### config.mk
export PLATFORM = sky130hd
export DESIGN_NAME = fwd_hazard_unit
export DESIGN_NICKNAME = d
export VERILOG_FILES = /design/src/rtl/fwd_hazard_unit_pkg.sv /design/src/rtl/fwd_hazard_unit_sel_cmp.sv /design/src/rtl/fwd_hazard_unit.sv
export SDC_FILE = /design/constraint.sdc
export NUM_CORES = 1
export LEC_CHECK = 0
export CAP_MARGIN = 20
export CORE_MARGIN = 4
export CORE_UTILIZATION = 47
export DETAILED_ROUTE_END_ITERATION = 8
export GPL_ROUTABILITY_DRIVEN = 0
export PLACE_DENSITY = 0.79
export SYNTH_ARGS = -nofsm -noshare
export SYNTH_HDL_FRONTEND = slang
export SYNTH_SLANG_ARGS = --single-unit
### constraint.sdc
create_clock -name clock -period 2 [get_ports clock]
set_input_delay 0.4 -clock clock [delete_from_list [all_inputs] [get_ports clock]]
set_output_delay 0.4 -clock clock [all_outputs]
set_load 0.005 [all_outputs]
### src/rtl/fwd_hazard_unit_pkg.sv
// Shared opcodes, forwarding-select encodings, FSM states and the opcode decoder for the
// EX-stage forwarding and load-use hazard unit.
package fwd_hazard_unit_pkg;

    localparam logic [5:0] OpAlu    = 6'd0;
    localparam logic [5:0] OpJ      = 6'd2;
    localparam logic [5:0] OpJal    = 6'd3;
    localparam logic [5:0] OpAddImm = 6'd8;
    localparam logic [5:0] OpLw     = 6'd35;
    localparam logic [5:0] OpSw     = 6'd43;

    localparam logic [1:0] FwdReg   = 2'b00;
    localparam logic [1:0] FwdMemwb = 2'b01;
    localparam logic [1:0] FwdExmem = 2'b10;

    typedef enum logic [0:0] {StRun, StStall} state_e;

    typedef enum logic [1:0] {DstNone, DstRd, DstRt, DstRa} dst_sel_e;

    typedef struct packed {
        dst_sel_e dst_sel;
        logic     ld;
        logic     use_rs;
        logic     use_rt;
        logic     use_sw;
    } op_info_t;

    function automatic op_info_t decode_op(input logic [5:0] op);
        op_info_t info;
        info = '{dst_sel: DstNone, ld: 1'b0, use_rs: 1'b0, use_rt: 1'b0, use_sw: 1'b0};
        case (op)
            OpAlu: begin
                info.dst_sel = DstRd;
                info.use_rs  = 1'b1;
                info.use_rt  = 1'b1;
            end
            OpLw: begin
                info.dst_sel = DstRt;
                info.ld      = 1'b1;
                info.use_rs  = 1'b1;
            end
            OpAddImm: begin
                info.dst_sel = DstRt;
                info.use_rs  = 1'b1;
            end
            OpSw: begin
                info.use_rs = 1'b1;
                info.use_sw = 1'b1;
            end
            OpJal:   info.dst_sel = DstRa;
            OpJ:     info.dst_sel = DstNone;
            default: info.dst_sel = DstNone;
        endcase
        return info;
    endfunction

endpackage

### src/rtl/fwd_hazard_unit_sel_cmp.sv
// Per-source forwarding comparator: picks EX/MEM over MEM/WB over the register file.
module fwd_sel_cmp
    import fwd_hazard_unit_pkg::*;
#(
    parameter int unsigned REG_W = 5
) (
    input  logic             used_i,
    input  logic [REG_W-1:0] src_i,
    input  logic [REG_W-1:0] ex_dst_i,
    input  logic             ex_we_i,
    input  logic [REG_W-1:0] mem_dst_i,
    input  logic             mem_we_i,
    output logic [1:0]       sel_o
);

    always_comb begin
        sel_o = FwdReg;
        if (used_i && (src_i != '0)) begin
            if (ex_we_i && (ex_dst_i == src_i)) begin
                sel_o = FwdExmem;
            end else if (mem_we_i && (mem_dst_i == src_i)) begin
                sel_o = FwdMemwb;
            end
        end
    end

endmodule

### src/rtl/fwd_hazard_unit.sv
// Forwarding-select generation and load-use stall control for the EX stage of a 5-stage
// MIPS pipeline; selects are registered so they line up with the instruction in EX.
module fwd_hazard_unit
    import fwd_hazard_unit_pkg::*;
#(
    parameter int unsigned LOAD_STALL = 1,
    parameter int unsigned REG_W      = 5
) (
    input  logic             clock,
    input  logic             reset,
    input  logic             id_valid,
    input  logic [5:0]       id_op,
    input  logic [REG_W-1:0] id_rs,
    input  logic [REG_W-1:0] id_rt,
    input  logic [REG_W-1:0] id_rd,
    input  logic             flush,
    output logic [1:0]       fa,
    output logic [1:0]       fb,
    output logic [1:0]       fsw,
    output logic             stall
);

    op_info_t         info;
    logic [REG_W-1:0] id_dst;
    logic             id_we;
    logic [1:0]       sel_a, sel_b, sel_s;
    logic             hazard, advance;

    // WB producers are never tracked: the register file writes before it is read.
    logic [REG_W-1:0] ex_dst_q, mem_dst_q;
    logic             ex_we_q, ex_ld_q, mem_we_q;
    state_e           state_q;
    logic [1:0]       cnt_q;

    assign info = decode_op(id_op);

    always_comb begin
        id_dst = '0;
        unique case (info.dst_sel)
            DstRd:   id_dst = id_rd;
            DstRt:   id_dst = id_rt;
            DstRa:   id_dst = REG_W'(31);
            default: id_dst = '0;
        endcase
    end

    assign id_we = (info.dst_sel != DstNone) && (id_dst != '0);

    fwd_sel_cmp #(.REG_W(REG_W)) u_cmp_rs (
        .used_i    (info.use_rs),
        .src_i     (id_rs),
        .ex_dst_i  (ex_dst_q),
        .ex_we_i   (ex_we_q),
        .mem_dst_i (mem_dst_q),
        .mem_we_i  (mem_we_q),
        .sel_o     (sel_a)
    );

    fwd_sel_cmp #(.REG_W(REG_W)) u_cmp_rt (
        .used_i    (info.use_rt),
        .src_i     (id_rt),
        .ex_dst_i  (ex_dst_q),
        .ex_we_i   (ex_we_q),
        .mem_dst_i (mem_dst_q),
        .mem_we_i  (mem_we_q),
        .sel_o     (sel_b)
    );

    fwd_sel_cmp #(.REG_W(REG_W)) u_cmp_sw (
        .used_i    (info.use_sw),
        .src_i     (id_rt),
        .ex_dst_i  (ex_dst_q),
        .ex_we_i   (ex_we_q),
        .mem_dst_i (mem_dst_q),
        .mem_we_i  (mem_we_q),
        .sel_o     (sel_s)
    );

    assign hazard = id_valid && !flush && ex_ld_q && (ex_dst_q != '0) &&
                    ((info.use_rs && (id_rs == ex_dst_q)) ||
                     ((info.use_rt || info.use_sw) && (id_rt == ex_dst_q)));

    always_comb begin
        stall = 1'b0;
        if (!reset && !flush) begin
            stall = (state_q == StStall) ? 1'b1 : hazard;
        end
    end

    assign advance = id_valid && !flush && !stall;

    always_ff @(posedge clock) begin
        if (reset) begin
            ex_dst_q  <= '0;
            ex_we_q   <= 1'b0;
            ex_ld_q   <= 1'b0;
            mem_dst_q <= '0;
            mem_we_q  <= 1'b0;
            fa        <= FwdReg;
            fb        <= FwdReg;
            fsw       <= FwdReg;
            state_q   <= StRun;
            cnt_q     <= 2'd0;
        end else begin
            mem_dst_q <= ex_dst_q;
            mem_we_q  <= ex_we_q;
            if (advance) begin
                ex_dst_q <= id_dst;
                ex_we_q  <= id_we;
                ex_ld_q  <= info.ld && id_we;
                fa       <= sel_a;
                fb       <= sel_b;
                fsw      <= sel_s;
            end else begin
                ex_dst_q <= '0;
                ex_we_q  <= 1'b0;
                ex_ld_q  <= 1'b0;
                fa       <= FwdReg;
                fb       <= FwdReg;
                fsw      <= FwdReg;
            end
            if (flush) begin
                state_q <= StRun;
                cnt_q   <= 2'd0;
            end else begin
                unique case (state_q)
                    StRun: begin
                        if (hazard && (LOAD_STALL > 1)) begin
                            cnt_q   <= 2'(LOAD_STALL - 1);
                            state_q <= StStall;
                        end
                    end
                    StStall: begin
                        cnt_q <= cnt_q - 2'd1;
                        if (cnt_q == 2'd1) begin
                            state_q <= StRun;
                        end
                    end
                    default: state_q <= StRun;
                endcase
            end
        end
    end

endmodule

==> parameters.txt, run 1 <==
Parameter                              Value

Run status
  Result of the run ... finished with violations
  Violated checks ... setup timing

Floorplanning
  Effective utilization at floorplan ... 50.93%
  Vertical die dimension ... 57.89 µm
  Die area ... 3351 µm²
  Placeable core region ... 2297 µm²
  Horizontal die dimension ... 57.89 µm
  Number of I/O pins ... 32
  Floorplan row count ... 17

Power and ir drop
  Power density relative to cell area ... 496.7 nW/µm²
  Max IR drop VDD ... 0.0007775 V
  Part of the total power dissipated in the clock network ... 35.0%
  Design internal power ... 0.7482 mW
  Combinational share of power ... 20.1%
  Static Leakage ... 0.7977 nW
  Switching power total ... 0.2306 mW
  Switching portion of total power ... 23.56%
  Portion of total power attributed to sequential cells ... 44.9%

Placed design
  Buffers on Ports ... 31
  HPWL after DPL ... 2.791 mm
  Post-Place Worst Slack ... -0.6776 ns

Worst setup path
  Reg2reg end ... fa[0]
  Crit-path leading delay family ... buffers and inverters
  CP cell instances ... dlygate4sd2_1, buf_4, nor3_1, o21a_1, nand2_1, a21oi_2, o21a_1, buf_2
  Data arrival at the endpoint of the critical path ... 1.75 ns
  R2R setup slack ... 0 ns
  Worst Reg-to-Reg Cells ... 9
  Crit path buffers/inverters ... 3
  Worst path depth ... 8
  Crit path kind ... in -> out
  Kind of capture point of the worst setup path ... primary output
  Maximum fanout along the worst path ... 4
  CP most frequent cell ... o21a_1
  Startpoint type of the worst setup path ... input port
  Launch point of the worst reg-to-reg path ... ex_dst_q[4]
  Worst setup path start ... id_op[0]
  Largest stage delay on the critical path ... 0.27 ns
  Slowest stage cell on the critical path ... dlygate4sd2_1
  Required time of the critical path ... 1.60 ns

Layout
  Layout filler cell count ... 115
  Final #Nets ... 227
  Number of antenna repair diodes ... 0
  Post-Route Utilization ... 85.78%
  Area growth, synth to finish ... 68.45%
  Proportion of layout cells with a drive suffix above 1 ... 33.50%

Timing
  Maximum clock frequency ... 465.1 MHz
  Final setup vio count ... 7
  Worst-margin pin slew ... 0.4970 ns
  Clock period minus final worst setup slack ... 2.150 ns
  Setup clock skew after layout ... 0.007161 ns
  Count of endpoints failing hold in the final timing report ... 0
  Share of the clock period used by the worst path ... 107.5%
  Relative slew slack ... 66.87%
  Setup tns final ... -0.2514 ns
  RSZ-0062 raised after global routing ... true
  Fin worst setup slack ... -0.1501 ns
  Number of pins exceeding their max-slew limit in the final report ... 0

Synth
  Share of flip-flops with an asynchronous set or reset ... 0%
  Seq cells post-synth ... 22
  Netlist area before placement ... 1170 µm²
  Synth cell count leaders ... 22 x dfxtp_1, 18 x xor2_1, 13 x nor3_1
  Area share of xor/xnor cells in the synthesized design ... 15.72%
  Most frequent cell after synthesis ... dfxtp_1
  Top area cells in the synthesized netlist ... dfxtp_1 38%, xor2_1 13%, nor3_1 5.6%
  Proportion of netlist area held by the largest area contributor ... 37.65%
  Total nets after synthesis ... 154
  Cell type contributing the most total cell area after synthesis ... dfxtp_1
  Simple-Gate Fraction of Synth Area ... 29.63%
  Mean cell area of the mapped netlist ... 9.140 µm²
  Post-synthesis share of cell area spent on full adders, half adders and majority gates ... 1.070%
  Count of synthesis-stage warnings from yosys ... 0
  Share of the synthesized area in compound gates (AO/OA/AOI/OAI) ... 14.01%
  Sequential-to-total area share from yosys stat ... 37.65%
  Count of flip-flops with a built-in enable after synthesis ... 0
  Largest family of logic cells by synthesized area ... simple AND/OR/NAND/NOR gates
  Multiplexer share of the synthesized area ... 0.8556%
  Count of distinct cell types in the synthesized netlist ... 32
  Cell count after synthesis ... 128
  Post-synth top flop ... dfxtp_1

Routing
  First-pass DRT Iterations ... 5
  DRC violation total after the first TritonRoute iteration ... 71
  Vias after detailed routing ... 1301
  Antenna viol nets, final ... 0
  Average via count per standard cell ... 5.706
  Average routed wire per standard cell ... 17.50 µm
  WL final ... 3.989 mm
  DRC violation count after routing ... 0

Clock tree
  Root buf cell ... clkbuf_4
  Clock Latency Late Sink ... 0.32 ns
  TritonCTS clock tree ... built
  Htree depth ... 1
  Clock transition at path regs ... 0.12 ns
  Number of sinks driven by the clock tree ... 22
  Number of clock buffers inserted by TritonCTS ... 3
  Maximum clock insertion buffer count ... 2
  Hold-fix buffers, CTS ... 0

Global route
  Initial antenna violation count ... 0
  Maximum number of pins on one net before global-route repair ... 14
  Remaining global-route overflow ... 0
  Global-route wire length before repair ... 5.623 mm
  Vias in the first global route ... 1257
  Total routing resource utilization after global routing ... 21.70%

Min path
  Depth of the worst hold-timing path ... 2
  Path category of the worst min-delay check ... reg -> reg
  Endpoint of the worst hold-timing path ... fa[0]
  Hold path start ... mem_we_q

Job
  Max-cap violation count ... 0
cell usage in the layout (no fill, tap or decap), types with 4 or more instances in the layout:
cell type	synthesis	final
a2bb2oi_4	0	4
buf_4	0	38
clkdlybuf4s50_1	0	17
dfxtp_1	22	19
dlygate4sd2_1	0	12
nand2_1	7	7
nand3_1	8	7
nand4_1	4	4
nor2_1	9	7
nor2b_1	10	10
nor3_1	13	11
xor2_1	18	17
timing repair:
item | CTS | global route
endpoints found under the setup margin | 3 | 14
pin swaps | 10 | 8
gates resized for setup | 27 | 15
setup buffers | 5 | 2
worst reg2reg max path, stage by stage (launching register included):
cell     delay [ns]
dfxtp_4        0.37
buf_4          0.15
xor2_1         0.16
nor3_2         0.16
buf_4          0.14
buf_4          0.10
a21oi_1        0.08
a21oi_1        0.44
buf_4          0.24
nor3_1         0.06
power by group through the flow:
stage / Combinational, mW / Clock [mW] / Sequential (mW)
after floorplan: 0.0529 / 0 / 0.450
after global placement: 0.165 / 0 / 0.450
after detailed placement: 0.171 / 0 / 0.450
after CTS: 0.174 / 0.349 / 0.441
after global routing: 0.208 / 0.364 / 0.439
final: 0.197 / 0.343 / 0.439
cell families after synthesis:
family / Yosys count
AOI/OAI and AO/OA: 18
xor gates and xnor gates: 21
adders and majority gates: 1
buffers and inverters: 3
DFF: 22
muxes: 1
and+or+nand+nor: 62
final cells by class:
| type | count | area [µm²] | area share (%) |
|---|---|---|---|
| Inverter | 1 | 3.754 | 0.1905 |
| Sequential cell | 22 | 446.7 | 22.67 |
| Tap cell | 28 | 35.03 | 1.778 |
| Clock buffer | 3 | 22.52 | 1.143 |
| Clock inverter | 1 | 30.03 | 1.524 |
| Timing Repair Buffer | 70 | 589.3 | 29.90 |
| Multi-Input combinational cell | 103 | 843.3 | 42.79 |
flip-flops by register name (all words and copies together), names as in the netlist:
signal and count:
cnt_q 2, fa 2, mem_dst_q 5, fb 2, ex_we_q 1, ex_ld_q 1, mem_we_q 1, fsw 2
ex_dst_q 5, state_q 1
worst max path at each step:
stage,slack [ns],endpoint
floorplan,0.29,stall
global placement,-0.62,stall
detailed placement,-0.68,stall
CTS,-0.06,stall
global route,-0.23,stall
finish,-0.15,stall
through the flow:
step | hold WS [ns] | power [mW] | instance area [µm²] | cells
final | 0.4644 | 0.9789 | 1971 | 228
after global routing | 0.4809 | 1.011 | 1971 | 228
after CTS | 0.4630 | 0.9637 | 1858 | 226
after detailed placement | 0.4462 | 0.6208 | 1747 | 217
after global placement | 0.4448 | 0.6154 | 1747 | 217
after floorplan | 0.4300 | 0.5028 | 1170 | 128
layer usage:
| layer | vias to the layer above | global-route usage [%] | part of all wire (%) |
|---|---|---|---|
| li1 | 605 | - | - |
| met1 | 618 | 24.02 | 39 |
| met2 | 64 | 40.16 | 51 |
| met3 | 14 | 6.013 | 7.5 |
| met4 | 0 | 5.960 | 3.1 |
| met5 | - | 0 | 0 |
(Power assumes the default switching activity.)
==> run 2: changes to the inputs <==
--- a/config.mk
+++ b/config.mk
@@ -5,12 +5,13 @@
 export SDC_FILE = /design/constraint.sdc
 export NUM_CORES = 1
 export LEC_CHECK = 0
+export ABC_CLOCK_PERIOD_IN_PS = 2000
 export CAP_MARGIN = 20
 export CORE_MARGIN = 4
 export CORE_UTILIZATION = 47
 export DETAILED_ROUTE_END_ITERATION = 8
 export GPL_ROUTABILITY_DRIVEN = 0
-export PLACE_DENSITY = 0.79
+export PLACE_DENSITY = 0.78
 export SYNTH_ARGS = -nofsm -noshare
 export SYNTH_HDL_FRONTEND = slang
 export SYNTH_SLANG_ARGS = --single-unit
==> run 2 against run 1 <==
The flow still finishes with violations (setup timing). Combinational power grew 7%. Clock power shrank 26%. Utilization grew 2.9 points. Critical path depth is the same.
==> parameters.txt, run 2 (synthesis results as in run 1) <==
Parameter                              Value

Floorplanning
  Placeable core region ... 2297 µm² (unchanged)
  Die area ... 3351 µm² (unchanged)
  Number of I/O pins ... 32 (unchanged)
  Floorplan row count ... 17 (unchanged)
  Effective utilization at floorplan ... 50.93% (unchanged)
  Vertical die dimension ... 57.89 µm (unchanged)
  Horizontal die dimension ... 57.89 µm (unchanged)

Clock tree
  Clock transition at path regs ... 0.12 ns (about the same)
  Htree depth ... 1 (unchanged)
  Root buf cell ... clkbuf_4 (unchanged)
  Number of clock buffers inserted by TritonCTS ... 3 (unchanged)
  Maximum clock insertion buffer count ... 2 (unchanged)
  Hold-fix buffers, CTS ... 0 (unchanged)
  Clock Latency Late Sink ... 0.32 ns (about the same)
  Number of sinks driven by the clock tree ... 22 (unchanged)
  TritonCTS clock tree ... built (unchanged)

Min path
  Path category of the worst min-delay check ... reg -> reg (unchanged)
  Hold path start ... mem_we_q (unchanged)

Worst setup path
  Maximum fanout along the worst path ... 2 (was 4)
  Crit path kind ... in -> out (unchanged)
  Required time of the critical path ... 1.60 ns (about the same)
  Startpoint type of the worst setup path ... input port (unchanged)
  Launch point of the worst reg-to-reg path ... ex_dst_q[1] (was ex_dst_q[4])
  Worst setup path start ... id_rt[4] (was id_op[0])
  R2R setup slack ... -0.01 ns (was 0 ns)
  Kind of capture point of the worst setup path ... primary output (unchanged)
  Data arrival at the endpoint of the critical path ... 1.77 ns (was 1.75 ns)

Placed design
  Buffers on Ports ... 31 (unchanged)
  DP Cell Count ... 216 (was 217)
  HPWL after DPL ... 2.708 mm (was 2.791 mm)
  Post-Place Worst Slack ... -0.6758 ns (was -0.6776 ns)

Routing
  DRC violation total after the first TritonRoute iteration ... 92 (was 71)
  DRC violation count after routing ... 0 (unchanged)
  WL final ... 4.788 mm (was 3.989 mm)
  Average via count per standard cell ... 6.078 (was 5.706)
  Vias after detailed routing ... 1410 (was 1301)
  First-pass DRT Iterations ... 4 (was 5)
  Average routed wire per standard cell ... 20.64 µm (was 17.50 µm)
  Antenna viol nets, final ... 0 (unchanged)

Timing
  Worst-margin pin slew ... 0.5302 ns (was 0.4970 ns)
  Setup clock skew after layout ... 0.004940 ns (was 0.007161 ns)
  Number of pins exceeding their max-slew limit in the final report ... 0 (unchanged)
  Relative slew slack ... 64.28% (was 66.87%)
  RSZ-0062 raised after global routing ... true (unchanged)
  Clock period minus final worst setup slack ... 2.174 ns (was 2.150 ns)
  Maximum clock frequency ... 459.9 MHz (was 465.1 MHz)
  Final setup vio count ... 6 (was 7)
  Share of the clock period used by the worst path ... 108.7% (was 107.5%)
  Worst hold margin ... 0.4964 ns (was 0.4644 ns)
  Fin worst setup slack ... -0.1744 ns (was -0.1501 ns)
  Count of endpoints failing hold in the final timing report ... 0 (unchanged)
  Setup tns final ... -0.2317 ns (was -0.2514 ns)

Global route
  Maximum number of pins on one net before global-route repair ... 13 (was 14)
  Global-route wire length before repair ... 6.472 mm (was 5.623 mm)
  Vias in the first global route ... 1331 (was 1257)
  Remaining global-route overflow ... 0 (unchanged)
  Initial antenna violation count ... 0 (unchanged)
  Total routing resource utilization after global routing ... 25.47% (was 21.70%)

Layout
  Post-Route Utilization ... 88.73% (was 85.78%)
  Final #Nets ... 231 (was 227)
  Number of antenna repair diodes ... 0 (unchanged)
  Most common library cell in the layout ignoring fill and taps ... buf_4 (unchanged)
  Filler-free cell count of the finished design ... 232 (was 228)
  Largest registers ranked by flip-flop count ... ex_dst_q (5), mem_dst_q (5) (unchanged)
  Commonest cells after routing, fill and taps aside ... 36 x buf_4, 18 x dfxtp_1, 16 x clkdlybuf4s50_1, 15 x xor2_1, 12 x dlygate4sd2_1 (was 38 x buf_4, 19 x dfxtp_1, 17 x xor2_1, 17 x clkdlybuf4s50_1, 12 x dlygate4sd2_1)
  Area growth, synth to finish ... 74.22% (was 68.45%)
  Proportion of layout cells with a drive suffix above 1 ... 39.22% (was 33.50%)

Run status
  Result of the run ... finished with violations (unchanged)
  Violated checks ... setup timing (unchanged)

Power and ir drop
  Power density relative to cell area ... 442.8 nW/µm² (was 496.7 nW/µm²)
  Max IR drop VDD ... 0.0005407 V (was 0.0007775 V)
  Static Leakage ... 0.8314 nW (was 0.7977 nW)

Job
  Max-cap violation count ... 0 (unchanged)
-- run 2: cell types whose count changed in the layout (fill, tap and decap cells not counted), moves of 2 or more --
cell / change
a21oi_4: +2
a2bb2oi_2: +4
a2bb2oi_4: -4
buf_4: -2
buf_6: +6
nand3_1: -3
nand3_2: +3
nor3_1: -2
nor3_4: +2
xor2_1: -2
-- run 2: where the power goes --
| group | internal (mW) | total, mW | leakage, nW | switching, mW |
|---|---|---|---|---|
| Clock | 0.112 | 0.254 | 0.0210 | 0.142 |
| Combinational | 0.109 | 0.211 | 0.631 | 0.101 |
| Sequential | 0.437 | 0.438 | 0.180 | 0.00133 |
| Total | 0.658 | 0.902 | 0.831 | 0.245 |
-- run 2: per-layer routing --
metal  share of wire (%)  track usage [%]  wire (µm)  vias up
met2                  48            46.94       2315      103
met3                 7.7            5.791        370       35
met5                   0                0          0        -
li1                    -                -          -      615
met1                  38            28.90       1814      657
met4                 6.0            7.616        288        0
-- run 2: layout make-up --
class	instances	area, µm²
Inverter	1	3.754
Fill cell	110	259.0
Multi-Input combinational cell	103	868.3
Clock buffer	4	36.28
Timing Repair Buffer	74	644.4
Sequential cell	22	450.4
Tap cell	28	35.03
-- run 2: final timing paths --
kind | end | cells past startpoint
setup reg to reg | fsw[1] | 11
hold / removal | fa[0] | 2
hold reg to reg | fa[0] | 2
setup / recovery | stall | 8
-- run 2: repair_timing --
item / CTS / global route
setup endpoints to repair: 3 / 14
pin swaps: 15 / 9
gates resized for setup: 43 / 15
setup buffers: 10 / 4
cloned: 0 / 0
-- run 2: critical path, cell delays in order --
cell and delay (ns):
dlygate4sd2_1 0.27, xor2_2 0.18, nor3_2 0.22, nand4_1 0.19
buf_4 0.20, a21oi_4 0.10, o21a_1 0.12, buf_2 0.10
-- run 2: per-stage QoR --
| step | total power [mW] | cell area [µm²] |
|---|---|---|
| floorplan | 0.5028 | 1170 |
| detailed placement | 0.6212 | 1739 |
| finish | 0.9025 | 2038 |
| global placement | 0.6166 | 1739 |
| CTS | 0.8724 | 1939 |
| global route | 0.9293 | 2038 |
